<file path="src/rtl/mv_stream_engine.sv">
// mv_stream_engine
// ----------------
// Weight-stationary signed matrix-vector engine. A ROWS x COLS weight matrix is
// written through the addressed config port. Each input vector streamed in
// produces y = W * x. One column is accumulated per cycle for all rows at once,
// so a vector takes COLS compute cycles. Accumulation either saturates (SAT=1)
// or wraps (SAT=0). A sticky per-row overflow flag is reported with each result.
//
// Ports:
//   clk, rst_n         clock, asynchronous active-low reset
//   cfg_valid/ready    weight write handshake; cfg_addr = {row, col}, cfg_data
//   x_valid/ready      input vector handshake; x_vector_flat element c at [c*DW +: DW]
//   y_valid/ready      result handshake; result_flat row r at [r*ACC_W +: ACC_W]
//   ovf_flat           bit r set if row r overflowed while computing this vector
//   busy               high while a vector is being computed or presented
module mv_stream_engine #(
    parameter int DW    = 8,
    parameter int ROWS  = 4,
    parameter int COLS  = 4,
    parameter int ROW_W = 2,
    parameter int COL_W = 2,
    parameter int ACC_W = 20,
    parameter int SAT   = 1
) (
    input  logic                   clk,
    input  logic                   rst_n,
    input  logic                   cfg_valid,
    output logic                   cfg_ready,
    input  logic [ROW_W+COL_W-1:0] cfg_addr,
    input  logic [DW-1:0]          cfg_data,
    input  logic                   x_valid,
    output logic                   x_ready,
    input  logic [COLS*DW-1:0]     x_vector_flat,
    output logic                   y_valid,
    input  logic                   y_ready,
    output logic [ROWS*ACC_W-1:0]  result_flat,
    output logic [ROWS-1:0]        ovf_flat,
    output logic                   busy
);

    typedef enum logic [1:0] {IDLE, COMPUTE, OUTPUT} state_t;

    localparam logic signed [ACC_W-1:0] ACC_MAX = {1'b0, {(ACC_W-1){1'b1}}};
    localparam logic signed [ACC_W-1:0] ACC_MIN = {1'b1, {(ACC_W-1){1'b0}}};

    state_t state, state_next;

    logic signed [DW-1:0]      weight [ROWS][COLS];
    logic signed [DW-1:0]      x_reg [COLS];
    logic signed [ACC_W-1:0]   acc [ROWS];
    logic signed [ACC_W-1:0]   acc_next [ROWS];
    logic [ROWS-1:0]           ovf;
    logic [ROWS-1:0]           ovf_step;
    logic [COL_W-1:0]          col_cnt;
    logic                      last_col;
    logic                      cfg_fire;
    logic                      x_fire;

    logic [ROW_W-1:0]          cfg_row;
    logic [COL_W-1:0]          cfg_col;

    logic signed [DW-1:0]      w_sel [ROWS];
    logic signed [DW-1:0]      x_sel;
    logic signed [2*DW-1:0]    prod [ROWS];
    logic signed [ACC_W:0]     sum [ROWS];

    assign cfg_row  = cfg_addr[ROW_W+COL_W-1:COL_W];
    assign cfg_col  = cfg_addr[COL_W-1:0];
    assign last_col = (col_cnt == COL_W'(COLS-1));
    assign cfg_fire = cfg_valid && cfg_ready;
    assign x_fire   = x_valid && x_ready;

    // State register.
    always_ff @(posedge clk or negedge rst_n) begin
        if (!rst_n) begin
            state <= IDLE;
        end else begin
            state <= state_next;
        end
    end

    // Next-state and handshake outputs. Config has priority over a vector in IDLE.
    always_comb begin
        state_next = state;
        cfg_ready  = 1'b0;
        x_ready    = 1'b0;
        y_valid    = 1'b0;
        busy       = 1'b0;
        case (state)
            IDLE: begin
                cfg_ready = 1'b1;
                x_ready   = !cfg_valid;
                if (x_valid && !cfg_valid) begin
                    state_next = COMPUTE;
                end
            end
            COMPUTE: begin
                busy = 1'b1;
                if (last_col) begin
                    state_next = OUTPUT;
                end
            end
            OUTPUT: begin
                busy    = 1'b1;
                y_valid = 1'b1;
                if (y_ready) begin
                    state_next = IDLE;
                end
            end
            default: state_next = IDLE;
        endcase
    end

    // One column step for every row: product is sign-extended and the sum is
    // formed one bit wider than the accumulator so overflow can be detected as
    // a disagreement between the two top bits.
    always_comb begin
        x_sel = x_reg[0];
        for (int c = 0; c < COLS; c++) begin
            if (col_cnt == COL_W'(c)) x_sel = x_reg[c];
        end
        for (int r = 0; r < ROWS; r++) begin
            w_sel[r] = weight[r][0];
            for (int c = 0; c < COLS; c++) begin
                if (col_cnt == COL_W'(c)) w_sel[r] = weight[r][c];
            end
            prod[r]     = (2*DW)'(w_sel[r]) * (2*DW)'(x_sel);
            sum[r]      = (ACC_W+1)'(acc[r]) + (ACC_W+1)'(prod[r]);
            ovf_step[r] = (sum[r][ACC_W] != sum[r][ACC_W-1]);
            if (ovf_step[r] && (SAT != 0)) begin
                acc_next[r] = sum[r][ACC_W] ? ACC_MIN : ACC_MAX;
            end else begin
                acc_next[r] = sum[r][ACC_W-1:0];
            end
        end
    end

    // Weight store, input latch and accumulators. Out-of-range config
    // addresses match no (row, col) pair and are therefore dropped.
    always_ff @(posedge clk or negedge rst_n) begin
        if (!rst_n) begin
            for (int r = 0; r < ROWS; r++) begin
                acc[r] <= '0;
                for (int c = 0; c < COLS; c++) weight[r][c] <= '0;
            end
            for (int c = 0; c < COLS; c++) x_reg[c] <= '0;
            ovf     <= '0;
            col_cnt <= '0;
        end else begin
            if (cfg_fire) begin
                for (int r = 0; r < ROWS; r++) begin
                    for (int c = 0; c < COLS; c++) begin
                        if (cfg_row == ROW_W'(r) && cfg_col == COL_W'(c)) begin
                            weight[r][c] <= cfg_data;
                        end
                    end
                end
            end
            if (state == IDLE && x_fire) begin
                for (int c = 0; c < COLS; c++) x_reg[c] <= x_vector_flat[c*DW +: DW];
                for (int r = 0; r < ROWS; r++) acc[r] <= '0;
                ovf     <= '0;
                col_cnt <= '0;
            end else if (state == COMPUTE) begin
                for (int r = 0; r < ROWS; r++) acc[r] <= acc_next[r];
                ovf     <= ovf | ovf_step;
                col_cnt <= col_cnt + COL_W'(1);
            end
        end
    end

    // Results come straight from the accumulators, so they hold after the
    // handshake until the next vector is accepted.
    always_comb begin
        for (int r = 0; r < ROWS; r++) result_flat[r*ACC_W +: ACC_W] = acc[r];
    end

    assign ovf_flat = ovf;

endmodule

</file>
<file path="config.mk">
export PLATFORM = sky130hd
export DESIGN_NAME = mv_stream_engine
export DESIGN_NICKNAME = d
export VERILOG_FILES = /design/src/rtl/mv_stream_engine.sv
export SDC_FILE = /design/constraint.sdc
export NUM_CORES = 1
export LEC_CHECK = 0
export CAP_MARGIN = 10
export CORE_ASPECT_RATIO = 1.25
export CORE_UTILIZATION = 57
export DETAILED_ROUTE_END_ITERATION = 8
export PLACE_DENSITY = 0.9
export SLEW_MARGIN = 20
export SYNTH_ARGS = -nofsm -noshare
export SYNTH_HDL_FRONTEND = slang
export SYNTH_SLANG_ARGS = --single-unit
</file>
<file path="constraint.sdc">
create_clock -name clk -period 9.05 [get_ports clk]
set_input_delay 1.3575 -clock clk [delete_from_list [all_inputs] [get_ports clk]]
set_output_delay 1.3575 -clock clk [all_outputs]
set_load 0.02 [all_outputs]
</file>
Word-level counts from Yosys, hierarchy flattened
Index checks and enable logic that the tools add are counted.

storage, ports and cells
  flip-flop bits (word level) = 248
  input bits = 49
  output and inout bits = 88
  logic and storage cells = 135

cells by class
  add/sub/neg operators = 5
  multipliers = 4
  eq/ne operators = 18
  muxes and demuxes = 37
  bitwise gates (word level) = 1
  reductions and logical operators = 43

operators by type and width
  operator                                        count
  2-to-1 mux 20 bit                               8
  2-to-1 mux 80 bit                               2
  2-to-1 mux 8 bit                                15
  adder 20 x 16 -> 21 bit                         4
  multiplier 8 x 8 -> 16 bit                      4
  AND reduction 2 bit                             16
  logical AND 1 bit                               20
  == test 2 bit (second input constant)           7
  2-to-1 mux 2 bit                                5
  == test 2 x 1 -> 1 bit (second input constant)  4
  2-to-1 mux 4 bit                                2
  logical NOT 2 bit                               3
  != test 2 bit (second input constant)           3
  case mux 2 bit (3 select lines)                 1
  2-to-1 mux 1 bit                                4
  != test 1 bit                                   4
  bitwise OR 4 bit                                1
  AND reduction 3 bit                             1
  adder 2 x 1 -> 2 bit (second input constant)    1
  nonzero test 2 bit                              1
  OR reduction 2 bit                              1
  logical NOT 1 bit                               1

Longest topological paths before layout
  word-level depth = 10
  depth in mapped cells = 34

Worst setup path after synthesis
OpenSTA, ideal clock, no wires.

  path type = flip-flop to flip-flop
  start = reg col_cnt[1]
  end = reg acc, in the netlist result_flat[25]
  data arrival time = 8.356 ns
  data required time = 8.974 ns
  setup slack = 0.618 ns
  stages on the path, launching flop included = 32
  buffers on the path = 4
  cells stage by stage = dfrtp_1 -> inv_1 -> ha_1 -> clkbuf_1 -> buf_1 -> clkbuf_1 -> a211oi_1 -> o31a_1 -> nor2_1 -> inv_1 -> fa_1 -> inv_1 -> fa_1 -> fa_1 -> fa_1 -> inv_1 -> fa_1 -> inv_1 -> ha_1 -> o21a_1 -> o31a_1 -> o2111ai_1 -> a311oi_1 -> o21a_1 -> nor2_1 -> xor2_1 -> ha_1 -> nor4b_1 -> a311oi_1 -> nand3b_1 -> buf_2 -> o21ai_1

on the way
  word-level cells in the longest chain between the ends = 10

ends and longest elaborated chain
  item                                                      line      text
  start, declared                                           54        logic [COL_W-1:0] col_cnt;
  start signal, assigned                                    167       col_cnt <= col_cnt + COL_W'(1);
  == test 2 x 1 -> 1 bit                                    120, 125
  2-to-1 mux 8 bit, on equally long branches (3 in series)  125, 120
  multiplier 8 x 8 -> 16 bit *                              127       prod[r] = (2*DW)'(w_sel[r]) * (2*DW)'(x_sel);
  adder 20 x 16 -> 21 bit *                                 128       sum[r] = (ACC_W+1)'(acc[r]) + (ACC_W+1)'(prod[r]);
  2-to-1 mux 20 bit or != test 1 bit (tied branches)        131, 129
  2-to-1 mux 20 bit *                                       130       if (ovf_step[r] && (SAT != 0)) begin
  2-to-1 mux 80 bit *                                       164       end else if (state == COMPUTE) begin
  2-to-1 mux 80 bit *                                       159       if (state == IDLE && x_fire) begin
  end signal, assigned by index                             143       acc[r] <= '0;
  end, declared                                             50        logic signed [ACC_W-1:0] acc [ROWS];

Mark *: on every way between the ends. The rest lies on a longest branch, timed or not. The select of a mux whose other input is x is not followed.
A chain may end at the register's enable or synchronous reset.

Final worst setup path
  start = reg col_cnt[0]
  end = reg acc, in the netlist result_flat[61]

Same word-level chain as after synthesis.

==> results by group <==
Timing
  – Minimum clock period: 8670 ps
  – Fin crit share: 95.8%
  – Least-Margin Pin Slew: 1090 ps
  – Maximum clock rate: 115 MHz
  – Fin Hold WS: 485 ps
  – PnR worst setup slack: 381 ps
  – Final TNS setup: 0 ps
  – Final Hold Fails: 0
  – Setup Skew: 35.0 ps
  – Count of final setup violators: 0
  – Slew Viols, Final: 0
  – Slew headroom: 27.1%

Critical path
  – RR Endpoint: result_flat[61]
  – Startpoint Class: flip-flop
  – Crit path required time: 9520 ps
  – CP peak stage delay: 560 ps
  – Worst r2r path cells: 29
  – R2r startpoint: col_cnt[0]
  – Slowest CP cell: fa_1
  – Critical path endpoint category: flip-flop
  – CP most frequent cell: fa_1
  – Critical path class: reg2reg
  – R2R setup slack: 380 ps
  – Worst path arrival time: 9140 ps
  – CP Max Fanout: 23

Drt
  – WL/cell: 20.3 µm
  – Post-DRT Antenna Nets: 0
  – Pre-antenna DRT Iters: 7
  – Starting DRT DRC Count: 1536
  – DR vias/cell: 5.94
  – Final WL: 67.9 mm
  – Via Count: 19900
  – Drt drc: 10

Synthesis
  – Yosys cell types: 64
  – Synth Area in Simple Gates: 12.7%
  – Post-synth net total: 3242
  – XOR/XNOR share of the synthesized area: 2.57%
  – Main combinational cell family by area after synthesis: adder cells
  – Most common flop cell mapped by yosys: dfrtp_1
  – Synth warn: 0
  – Mapped Avg Cell Area: 9.88 µm²
  – Synth Area in Adders: 38.3%
  – Synthesized netlist cell count: 2621
  – Flops & latches, synth: 248
  – Async SR Flop Fraction: 100%
  – Post-synthesis mux area share: 6.14%
  – Compound-Gate Fraction of Synth Area: 9.01%
  – Post-synth EDFFs: 0
  – Post-synthesis sequential area ratio: 24.0%
  – Synthesized cell area: 25900 µm²

Global route
  – Aggregate global routing overflow: 0
  – Overall Global Routing Usage: 30.7%
  – Initial antenna violation count: 0
  – First-pass GRT wire length: 111 mm
  – Largest net degree at the start of global routing: 190
  – Vias in the first global route: 21900

Die
  – Die area: 46300 µm²
  – DIE WIDTH: 193 µm
  – CORE AREA: 44400 µm²
  – Top-Level Pins: 137
  – Row count: 86
  – Die H: 240 µm
  – Initial core utilization: 58.3%

Min path
  – Hold EP: x_reg[26]
  – Worst hold path stage count: 2
  – Worst hold start: x_reg[26]
  – Hold crit path type: reg2reg

Placement
  – I/O Buffers: 136
  – Routability Congestion: 0.906
  – Worst slack at placement: 80.6 ps
  – Dpl hpwl: 52.0 mm

Final layout
  – FF+latch area: 6210 µm²
  – Nets@finish: 3380
  – Commonest cells after routing, fill and taps aside: 403 x inv_1, 368 x fa_1, 301 x nand2_1
  – Area occupied by multi-input gates: 18000 µm²
  – N_diodes: 0
  – Layout cells sized above 1: 10.3%
  – # fillers: 3071
  – Layout area overhead: 12.7%
  – Max reg flops: 128
  – Commonest non-fill, non-tap cell in the layout: inv_1

CTS
  – Clock latency on the worst-skew pair: 590 ps
  – Clock transition at path regs: 70 ps
  – Total number of H-tree levels: 1
  – Clock sinks: 248
  – CTS root buffer: clkbuf_16
  – Hold Buf Count CTS: 0
  – CTS Buf Count: 27
  – Clk buf depth: 3
  – CTS tree: built

Status
  – Failing checks: design-rule violations
  – Status: finished, violations left

Flow run
  – Maxcap violations: 0
-- cell usage after synthesis (4+ instances only) --
| master | instances | area (µm²) |
|---|---|---|
| inv_1 | 403 | 1510 |
| fa_1 | 368 | 7370 |
| nand2_1 | 301 | 1130 |
| nor2_1 | 270 | 1010 |
| dfrtp_1 | 248 | 6210 |
| ha_1 | 204 | 2550 |
| mux2_2 | 128 | 1440 |
| clkbuf_1 | 77 | 289 |
| nor2b_1 | 72 | 450 |
| a21oi_1 | 55 | 275 |
| o21ai_1 | 53 | 265 |
| xnor2_1 | 46 | 403 |
| a211oi_1 | 36 | 270 |
| o31a_1 | 32 | 280 |
| o31ai_1 | 31 | 233 |
| o21ai_0 | 30 | 150 |
| xor2_1 | 30 | 263 |
| nand2b_1 | 26 | 163 |
| nor3_1 | 18 | 90.1 |
| a221o_1 | 16 | 160 |
| mux2i_1 | 15 | 150 |
| o21a_1 | 13 | 97.6 |
| o21bai_1 | 13 | 97.6 |
| a31oi_1 | 12 | 75.1 |
| nand3_1 | 12 | 60.1 |
| or3_1 | 10 | 62.6 |
| buf_2 | 9 | 45.0 |
| and3_1 | 7 | 43.8 |
| o211ai_1 | 7 | 52.6 |
| a311oi_1 | 6 | 52.6 |
| o2111ai_1 | 6 | 52.6 |
| or2_1 | 6 | 37.5 |
| a21o_1 | 5 | 37.5 |
| or2_2 | 5 | 31.3 |
| a2bb2oi_2 | 4 | 60.1 |
| nand3b_1 | 4 | 30.0 |
| nor4_1 | 4 | 25.0 |
-- cells by family (layout without fill, tap and decap cells) --
logic type / Yosys count / count (layout)
fa+ha+maj: 572 / 572
xor+xnor: 76 / 76
flops: 248 / 248
mux: 143 / 143
simple gates: 753 / 753
buf+inv: 495 / 652
compound gates: 334 / 334
-- worst max-delay path: cells and delay by family, from the launching register on --
family / cells / cell delay [ps]
buffers and inverters: 7 / 1060
flip-flops: 1 / 470
XOR/XNOR: 1 / 160
AO/OA/AOI/OAI: 9 / 2470
AND/OR/NAND/NOR: 4 / 850
adder cells (fa/ha/maj): 8 / 3530
-- per-stage QoR --
step	utilization [%]	cells	area, µm²
after global placement	63.4	3298	28200
final	65.7	3350	29200
after detailed placement	63.4	3298	28200
after floorplan	-	2621	25900
after global routing	65.7	3350	29200
after CTS	65.5	3346	29100
-- how the worst max path moves through the flow --
stage	start	endpoint	slack (ps)	depth (start not counted)
6_report	col_cnt[0]	result_flat[61]	380	29
5_1_grt	col_cnt[0]	result_flat[78]	-30	29
4_1_cts	col_cnt[1]	result_flat[46]	4	28
3_5_place_dp	col_cnt[1]	result_flat[48]	80	28
3_3_place_gp	col_cnt[1]	result_flat[57]	520	28
2_1_floorplan	col_cnt[1]	result_flat[25]	620	31
-- layer usage --
metal,wire length (µm),track usage [%],up-vias
met1,25300,38.7,10100
met4,3310,14.7,0
met2,34100,51.7,895
li1,-,-,8673
met3,5140,4.42,256
met5,0,0,-
-- final cells by class --
class	count	area share (%)
Clock buffer	36	2.60
Inverter	403	5.18
Clock inverter	12	0.578
Tap cell	572	2.45
Sequential cell	248	21.2
Timing Repair Buffer	201	6.39
Multi-Input combinational cell	1878	61.6
-- repair_timing --
action / 4_1_cts / 5_1_grt
gates resized for setup: 0 / 13
setup buffers: 0 / 4
setup endpoints to repair: 0 / 39
Power is left out: the tool's default activity adds up to more than one toggle a clock period on the data nets, which glitch-free logic cannot reach.
